File: config.mk
export PLATFORM = sky130hd
export DESIGN_NAME = spi_frame_master
export DESIGN_NICKNAME = d
export VERILOG_FILES = /design/src/rtl/spi_frame_master.sv
export SDC_FILE = /design/constraint.sdc
export NUM_CORES = 1
export LEC_CHECK = 0
export ABC_AREA = 1
export CAP_MARGIN = 10
export CORE_UTILIZATION = 59
export DETAILED_ROUTE_END_ITERATION = 8
export PLACE_DENSITY = 0.8
export SETUP_SLACK_MARGIN = 0.4
export SLEW_MARGIN = 10
export SYNTH_ARGS = -nofsm -noshare
export SYNTH_HDL_FRONTEND = slang
export SYNTH_SLANG_ARGS = --single-unit
File: constraint.sdc
create_clock -name clock_in -period 4.3 [get_ports clock_in]
set_clock_uncertainty 0.15 [all_clocks]
set_input_delay 1.29 -clock clock_in [delete_from_list [all_inputs] [get_ports clock_in]]
set_output_delay 1.29 -clock clock_in [all_outputs]
set_load 0.05 [all_outputs]
File: src/rtl/spi_frame_master.sv
// Framed SPI master: sends one byte per cs-low frame on mosi and captures the
// slave's framed reply on miso. Single clock, posedge only, shared with the slave.
module spi_frame_master #(
    parameter int DATA_W     = 8,
    parameter int GAP_CYCLES = 2,
    parameter int TIMEOUT    = 31
) (
    input  logic              clock_in,
    input  logic              rs,
    input  logic [DATA_W-1:0] tx_data,
    input  logic              tx_valid,
    output logic              tx_ready,
    output logic [DATA_W-1:0] rx_data,
    output logic              rx_valid,
    output logic              rx_err,
    output logic              busy,
    output logic              cs,
    output logic              mosi,
    input  logic              miso
);

    localparam int BW = (DATA_W > 1) ? $clog2(DATA_W) : 1;
    localparam int TW = $clog2(TIMEOUT + 1);
    localparam int GW = (GAP_CYCLES > 1) ? $clog2(GAP_CYCLES) : 1;
    localparam logic [BW-1:0] BIT_TOP  = BW'(DATA_W - 1);
    localparam logic [TW-1:0] TO_LAST  = TW'(TIMEOUT - 1);
    localparam logic [GW-1:0] GAP_LOAD = GW'(GAP_CYCLES - 1);
    localparam logic [GW-1:0] GAP_ONE  = GW'(1);

    typedef enum logic [2:0] {IDLE, SELECT, START, SHIFT, STOP, WAIT_RX, GAP} tx_state_t;
    typedef enum logic [2:0] {R_IDLE, R_HUNT, R_DATA, R_STOP, R_DONE} rx_state_t;

    tx_state_t         state_r, state_s;
    rx_state_t         rstate_r, rstate_s;
    logic [DATA_W-1:0] tx_sreg_r, tx_sreg_s;
    logic [BW-1:0]     tx_bit_r, tx_bit_s;
    logic [DATA_W-1:0] rx_sreg_r, rx_sreg_s;
    logic [BW-1:0]     rx_bit_r, rx_bit_s;
    logic [TW-1:0]     tout_r, tout_s;
    logic [GW-1:0]     gap_r, gap_s;
    logic              cs_r, cs_s;
    logic              mosi_r, mosi_s;
    logic              rx_valid_r, rx_err_r, err_s;
    logic [DATA_W-1:0] rx_data_r, data_s;
    logic              busy_r, ready_r;
    logic              accept_s, done_s;

    assign accept_s = tx_valid & ready_r;

    // Rx hunter: armed on accept, finds the start bit, shifts the reply, checks stop or times out
    always_comb begin
        rstate_s  = rstate_r;
        rx_sreg_s = rx_sreg_r;
        rx_bit_s  = rx_bit_r;
        tout_s    = tout_r;
        done_s    = 1'b0;
        err_s     = rx_err_r;
        data_s    = rx_data_r;
        case (rstate_r)
            R_IDLE: begin
                if (accept_s) begin
                    rstate_s = R_HUNT;
                    tout_s   = '0;
                end else begin
                    rstate_s = R_IDLE;
                end
            end
            R_HUNT: begin
                tout_s = tout_r + 1'b1;
                if (miso == 1'b0) begin
                    rstate_s = R_DATA;
                    rx_bit_s = BIT_TOP;
                end else if (tout_r == TO_LAST) begin
                    rstate_s = R_DONE;
                    done_s   = 1'b1;
                    err_s    = 1'b1;
                    data_s   = '0;
                end else begin
                    rstate_s = R_HUNT;
                end
            end
            R_DATA: begin
                rx_sreg_s = {rx_sreg_r[DATA_W-2:0], miso};
                rx_bit_s  = rx_bit_r - 1'b1;
                if (rx_bit_r == '0) begin
                    rstate_s = R_STOP;
                end else begin
                    rstate_s = R_DATA;
                end
            end
            R_STOP: begin
                rstate_s = R_DONE;
                done_s   = 1'b1;
                err_s    = ~miso;
                data_s   = rx_sreg_r;
            end
            R_DONE:  rstate_s = R_IDLE;
            default: rstate_s = R_IDLE;
        endcase
    end

    // Tx FSM next state; rx completion overrides whatever the tx path is doing
    always_comb begin
        state_s   = state_r;
        tx_sreg_s = tx_sreg_r;
        tx_bit_s  = tx_bit_r;
        gap_s     = gap_r;
        case (state_r)
            IDLE: begin
                if (accept_s) begin
                    state_s   = SELECT;
                    tx_sreg_s = tx_data;
                end else begin
                    state_s = IDLE;
                end
            end
            SELECT: state_s = START;
            START: begin
                state_s  = SHIFT;
                tx_bit_s = BIT_TOP;
            end
            SHIFT: begin
                if (tx_bit_r == '0) begin
                    state_s = STOP;
                end else begin
                    tx_bit_s = tx_bit_r - 1'b1;
                end
            end
            STOP:    state_s = WAIT_RX;
            WAIT_RX: state_s = WAIT_RX;
            GAP: begin
                if (gap_r == GAP_ONE) begin
                    state_s = IDLE;
                end else begin
                    gap_s = gap_r - GAP_ONE;
                end
            end
            default: state_s = IDLE;
        endcase
        // cs stays high GAP_CYCLES cycles in total, the final one being IDLE
        if (done_s) begin
            gap_s = GAP_LOAD;
            if (GAP_CYCLES > 1) begin
                state_s = GAP;
            end else begin
                state_s = IDLE;
            end
        end else begin
            gap_s = gap_s;
        end
    end

    // Line values decoded from the next state so cs/mosi come straight from flops
    always_comb begin
        cs_s = (state_s == IDLE) || (state_s == GAP);
        case (state_s)
            START:   mosi_s = 1'b0;
            SHIFT:   mosi_s = tx_sreg_s[tx_bit_s];
            default: mosi_s = 1'b1;
        endcase
    end

    // State and output registers
    always_ff @(posedge clock_in) begin
        if (rs) begin
            state_r    <= IDLE;
            rstate_r   <= R_IDLE;
            tx_sreg_r  <= '0;
            tx_bit_r   <= '0;
            rx_sreg_r  <= '0;
            rx_bit_r   <= '0;
            tout_r     <= '0;
            gap_r      <= '0;
            cs_r       <= 1'b1;
            mosi_r     <= 1'b1;
            rx_valid_r <= 1'b0;
            rx_err_r   <= 1'b0;
            rx_data_r  <= '0;
            busy_r     <= 1'b0;
            ready_r    <= 1'b1;
        end else begin
            state_r    <= state_s;
            rstate_r   <= rstate_s;
            tx_sreg_r  <= tx_sreg_s;
            tx_bit_r   <= tx_bit_s;
            rx_sreg_r  <= rx_sreg_s;
            rx_bit_r   <= rx_bit_s;
            tout_r     <= tout_s;
            gap_r      <= gap_s;
            cs_r       <= cs_s;
            mosi_r     <= mosi_s;
            rx_valid_r <= done_s;
            rx_err_r   <= err_s;
            rx_data_r  <= data_s;
            busy_r     <= (state_s != IDLE);
            ready_r    <= (state_s == IDLE);
        end
    end

    assign tx_ready = ready_r;
    assign busy     = busy_r;
    assign cs       = cs_r;
    assign mosi     = mosi_r;
    assign rx_valid = rx_valid_r;
    assign rx_err   = rx_err_r;
    assign rx_data  = rx_data_r;

endmodule
-- After elaboration in Yosys (flattened, before gate mapping)
Cells that the tools add are included.
- output and inout bits: 14
- register bits: 48
- bits of input ports: 12
- logic and storage cells: 86
- equal/unequal tests: 17
- mux-type cells: 32
- $add $sub $neg: 4
- bitwise gates (word level): 2
- magnitude comparators: 1
- reductions and logical operators: 15
- operators with widths (cell ; number):
    8-bit two-way mux ; 4
    3-bit two-way mux ; 7
    3-bit by 2-bit equality test with 1-bit output, second input constant ; 6
    3-bit case mux with 6 select lines ; 1
    8-bit case mux with 2 select lines ; 1
    3-bit zero test ; 5
    3-bit equality test, second input constant ; 4
    3-bit case mux with 2 select lines ; 2
    3-bit case mux with 4 select lines ; 1
    1-bit two-way mux ; 10
    5-bit case mux with 2 select lines ; 1
    2-bit inequality test, second input constant ; 4
    2-bit nonzero test ; 4
    3-bit by 1-bit equality test with 1-bit output, second input constant ; 2
    1-bit case mux with 2 select lines ; 3
    3-bit by 1-bit subtractor with 3-bit output, second input constant ; 2
    5-bit by 1-bit adder with 5-bit output, second input constant ; 1
    5-bit equality test, second input constant ; 1
    5-bit two-way mux ; 1
    3-bit by 4-bit < comparator with 1-bit output, second input constant ; 1
    2-bit AND reduction ; 2
    1-bit binary-select mux with 3-bit select ; 1
    3-bit AND reduction ; 1
    3-bit nonzero test ; 1
    other kinds (5) ; 5

-- Depth between registers and ports, before layout
- depth in word-level cells: 7
- gate-level depth with buffers: 12
- mapped depth without buffers: 12

-- Least setup slack after synthesis
Ideal clock, no wire load.
- path type: input -> register
- from: input port tx_valid
- to: register mosi_r (netlist: mosi)
- setup slack: 1.851 ns
- data arrival time: 2.186 ns
- setup time: 0.113 ns
- path buffers: 1
- data required time: 4.037 ns
- stages on the path: 10
- path through: nand2_1 nor2_2 nand2_2 buf_6 o21ai_2 nand3_1 nand3_1 nand3_1 nand3_1 nand2_1
- cells in the longest elaborated chain, start to end: 6
- elaborated cells between the ends (all ways): 11
- those cells by class: eq/ne (2); mux (8); bitwise (1)
- ends and longest elaborated chain (item ; line ; RTL):
    start: declaration ; 11 ; input logic tx_valid,
    1-bit bitwise AND * ; 48 ; assign accept_s = tx_valid & ready_r;
    1-bit two-way mux or 8-bit two-way mux (tied branches) ; 110 ; if (accept_s) begin
    3-bit case mux with 6 select lines or 8-bit two-way mux (tied branches) ; 108 ; case (state_r)
    3-bit two-way mux or 1-bit binary-select mux with 3-bit select (tied branches) ; 141, 158 ;
    3-bit by 2-bit equality test with 1-bit output or 1-bit two-way mux (tied branches) ; 156, 158 ;
    1-bit case mux with 2 select lines * ; 156 ; case (state_s)
    end signal: assignment ; 191 ; mosi_r <= mosi_s;
    end: declaration ; 42 ; logic mosi_r, mosi_s;
Mark *: on every way between the ends. The rest lies on a longest branch, timed or not. The select of a mux whose other input is x is not followed.
A chain may end at the register's enable or synchronous reset.

-- Final worst setup path
- from: register rx_err_r (netlist: rx_err)
- to: output port rx_err
- RTL lines (item ; line ; RTL):
    start: declaration ; 43 ; logic rx_valid_r, rx_err_r, err_s;
    start signal: assignment ; 193 ; rx_err_r <= err_s;
    end: declaration ; 15 ; output logic rx_err,
No word-level cell between the ends.

==> metrics <==
status=complete, no violations; startpoint types=flop; Worst Hold Class=reg -> reg; WS Path Type=reg -> out; Routed Antenna Nets=0; Synth Register Bits=48; Synth async-reset ratio=0%; htree depth=2; commonest non-fill, non-tap cell in the layout=nand2_1; Worst EP arrival=1.55 ns; routed vias=1783; slowest stage cell, crit path=clkdlybuf4s50_1; Mapped Cells=289; 1st-iter DRT viols=186; FF-to-FF Start=tx_bit_r[0]; Leak=1.03 nW; synth warn=0; Remaining Overflow, GRT=0; Fmax achieved=0.335 GHz; Reg clk slew, reported paths=0.14 ns; TritonCTS Sinks=48; worst r2r dst=mosi; drt wl/cell=11.1 µm; pre-CTS setup slack=1.20 ns; total placed instance area=0.00240 mm²; proportion of layout cells with a drive suffix above 1=10.5%; crit path time final=2.99 ns; post-route setup slack=1.31 ns; CTS resizes=0; postcts setup bufs=0; Pre-antenna DRT Iters=5; Crit path max-delay family=buffers and inverters; Tcrit/Tclk final=69.4%; clk_lat worst skew=0.36 ns; WP depth=1; drt total wl=4010 µm; sequential share of power=42.8%; initial antenna violation count=0; worst hold slack=0.321 ns; ys flop type=dfxtp_1; worst hold path startpoint=rx_sreg_r[2]; Mapped Area=0.00212 mm²; first-pass GRT wire length=6610 µm; worst reg-to-reg path cell count=11; Sw Share=41.6%; total CTS buffers=5; Die W=62.0 µm; r2r setup slk=2.53 ns; antenna diode count=0; Pwr Total=1.34 mW; Final #Nets=332; CP Max Fanout=2; DR DRC count=0; # port buffers=25; Post-synth EDFFs=0; Gate power share=41.6%; setup TNS=0 ns; design area=0.00246 mm²; vias per inst=4.94; cell breakdown of the critical path=clkdlybuf4s50_1; die height=62.0 µm; CTS Buffer Depth=2; post-synth cell types=31; Fill cells=292; Power Internal=0.782 mW; commonest cells after routing, fill and taps aside=nand2_1 (58), dfxtp_1 (48), inv_1 (41); Hold Path Cell Cnt=2; io pins=26; routability-driven placement congestion ratio=0.787; clock group share of total power=15.5%; Crit path buffers/inverters=1; root buf cell=clkbuf_4; Sw Pwr=0.558 mW; core area=0.00339 mm²; die area=0.00384 mm²; area delta synth->final=15.8%; CTS tree=yes; GRT Total Usage=23.6%; average cell area after synthesis=7.35 µm²; vias in the first global route=1552; max_slew headroom=55.9%; row count=21; crit path from=rx_err; crit path to=rx_err; Least-Margin Pin Slew=0.659 ns; Worst EP required=2.86 ns; setup violators final=0; detailed placement HPWL=2800 µm; starting density of the core=62.7%; max cap viols=0; pwr dens=544 mW/mm²; Syn Nets=307; RSZ-0062 raised after global routing=no; max-slew violation count=0; CP peak stage delay=0.81 ns; Post-CTS Hold Fix Bufs=0; CP Capture Type=output pin; largest net degree at the start of global routing=34; Final Hold Vio Count=0; sequential fraction of the synthesis area=45.2%; maximum vdd ir drop=0.000360 V
==> sequential cells by signal, summed over array words and instances, names as in the netlist <==
name,cells
busy,1
cs,1
gap_r,1
mosi,1
rstate_r,3
rx_bit_r,3
rx_data,8
rx_err,1
rx_sreg_r,8
rx_valid,1
state_r,3
tout_r,5
tx_bit_r,3
tx_ready,1
tx_sreg_r,8
==> synth_stat cells (4+ instances only) <==
cell type	instances	area, µm²
nor2_1	27	101
inv_1	41	154
dfxtp_1	48	961
ha_1	6	75.1
nand2_2	4	25.0
clkbuf_1	6	22.5
nand3_1	20	100
a21oi_1	26	130
nand2_1	58	218
inv_2	6	22.5
o21ai_0	15	75.1
==> kinds of logic after synthesis <==
kind of cell | count (synthesis) | synth area share [%]
compound gates | 54 | 14.1
xor+xnor | 2 | 0.825
fa+ha+maj | 6 | 3.53
buf+inv | 56 | 10.4
flops | 48 | 45.2
simple gates | 123 | 25.9
==> area by class of cell <==
cell class                 instances  area [µm²]  share of cell area [%]
multi-input combinational        185         943                    38.4
clock inverter                     3        18.8                   0.763
tap                               46        57.6                    2.34
inverter                          47         176                    7.17
sequential                        48         961                    39.1
timing repair buffer              27         265                    10.8
clock buffer                       5        37.5                    1.53
==> worst min-delay path by stage <==
| stage | end | slack (ns) |
|---|---|---|
| final | rx_sreg_r[2] | 0.32 |
| after global routing | rx_sreg_r[3] | 0.35 |
| after CTS | rx_sreg_r[7] | 0.32 |
| after detailed placement | rx_sreg_r[6] | 0.30 |
| after global placement | rx_sreg_r[7] | 0.28 |
| after floorplan | rx_sreg_r[7] | 0.27 |
==> power groups by stage <==
stage	logic (mW)	registers [mW]	clock network (mW)
after floorplan	0.381	0.634	0
after global placement	0.541	0.582	0
after detailed placement	0.552	0.584	0
after CTS	0.558	0.574	0.212
after global routing	0.636	0.585	0.232
final	0.558	0.573	0.208
==> metal layers <==
metal | vias up | global-route usage (%) | routed length [µm]
li1 | 964 | - | -
met1 | 784 | 31.6 | 2100
met2 | 30 | 37.4 | 1700
met3 | 5 | 6.83 | 165
met4 | 0 | 5.71 | 47
met5 | - | 0 | 0
==> metrics by stage <==
step | std cells | util [%]
after CTS | 361 | 72.6
after floorplan | 289 | -
final | 361 | 72.6
after detailed placement | 353 | 70.9
after global placement | 353 | 70.9
after global routing | 361 | 72.6
Power figures use the tool's default switching activity.
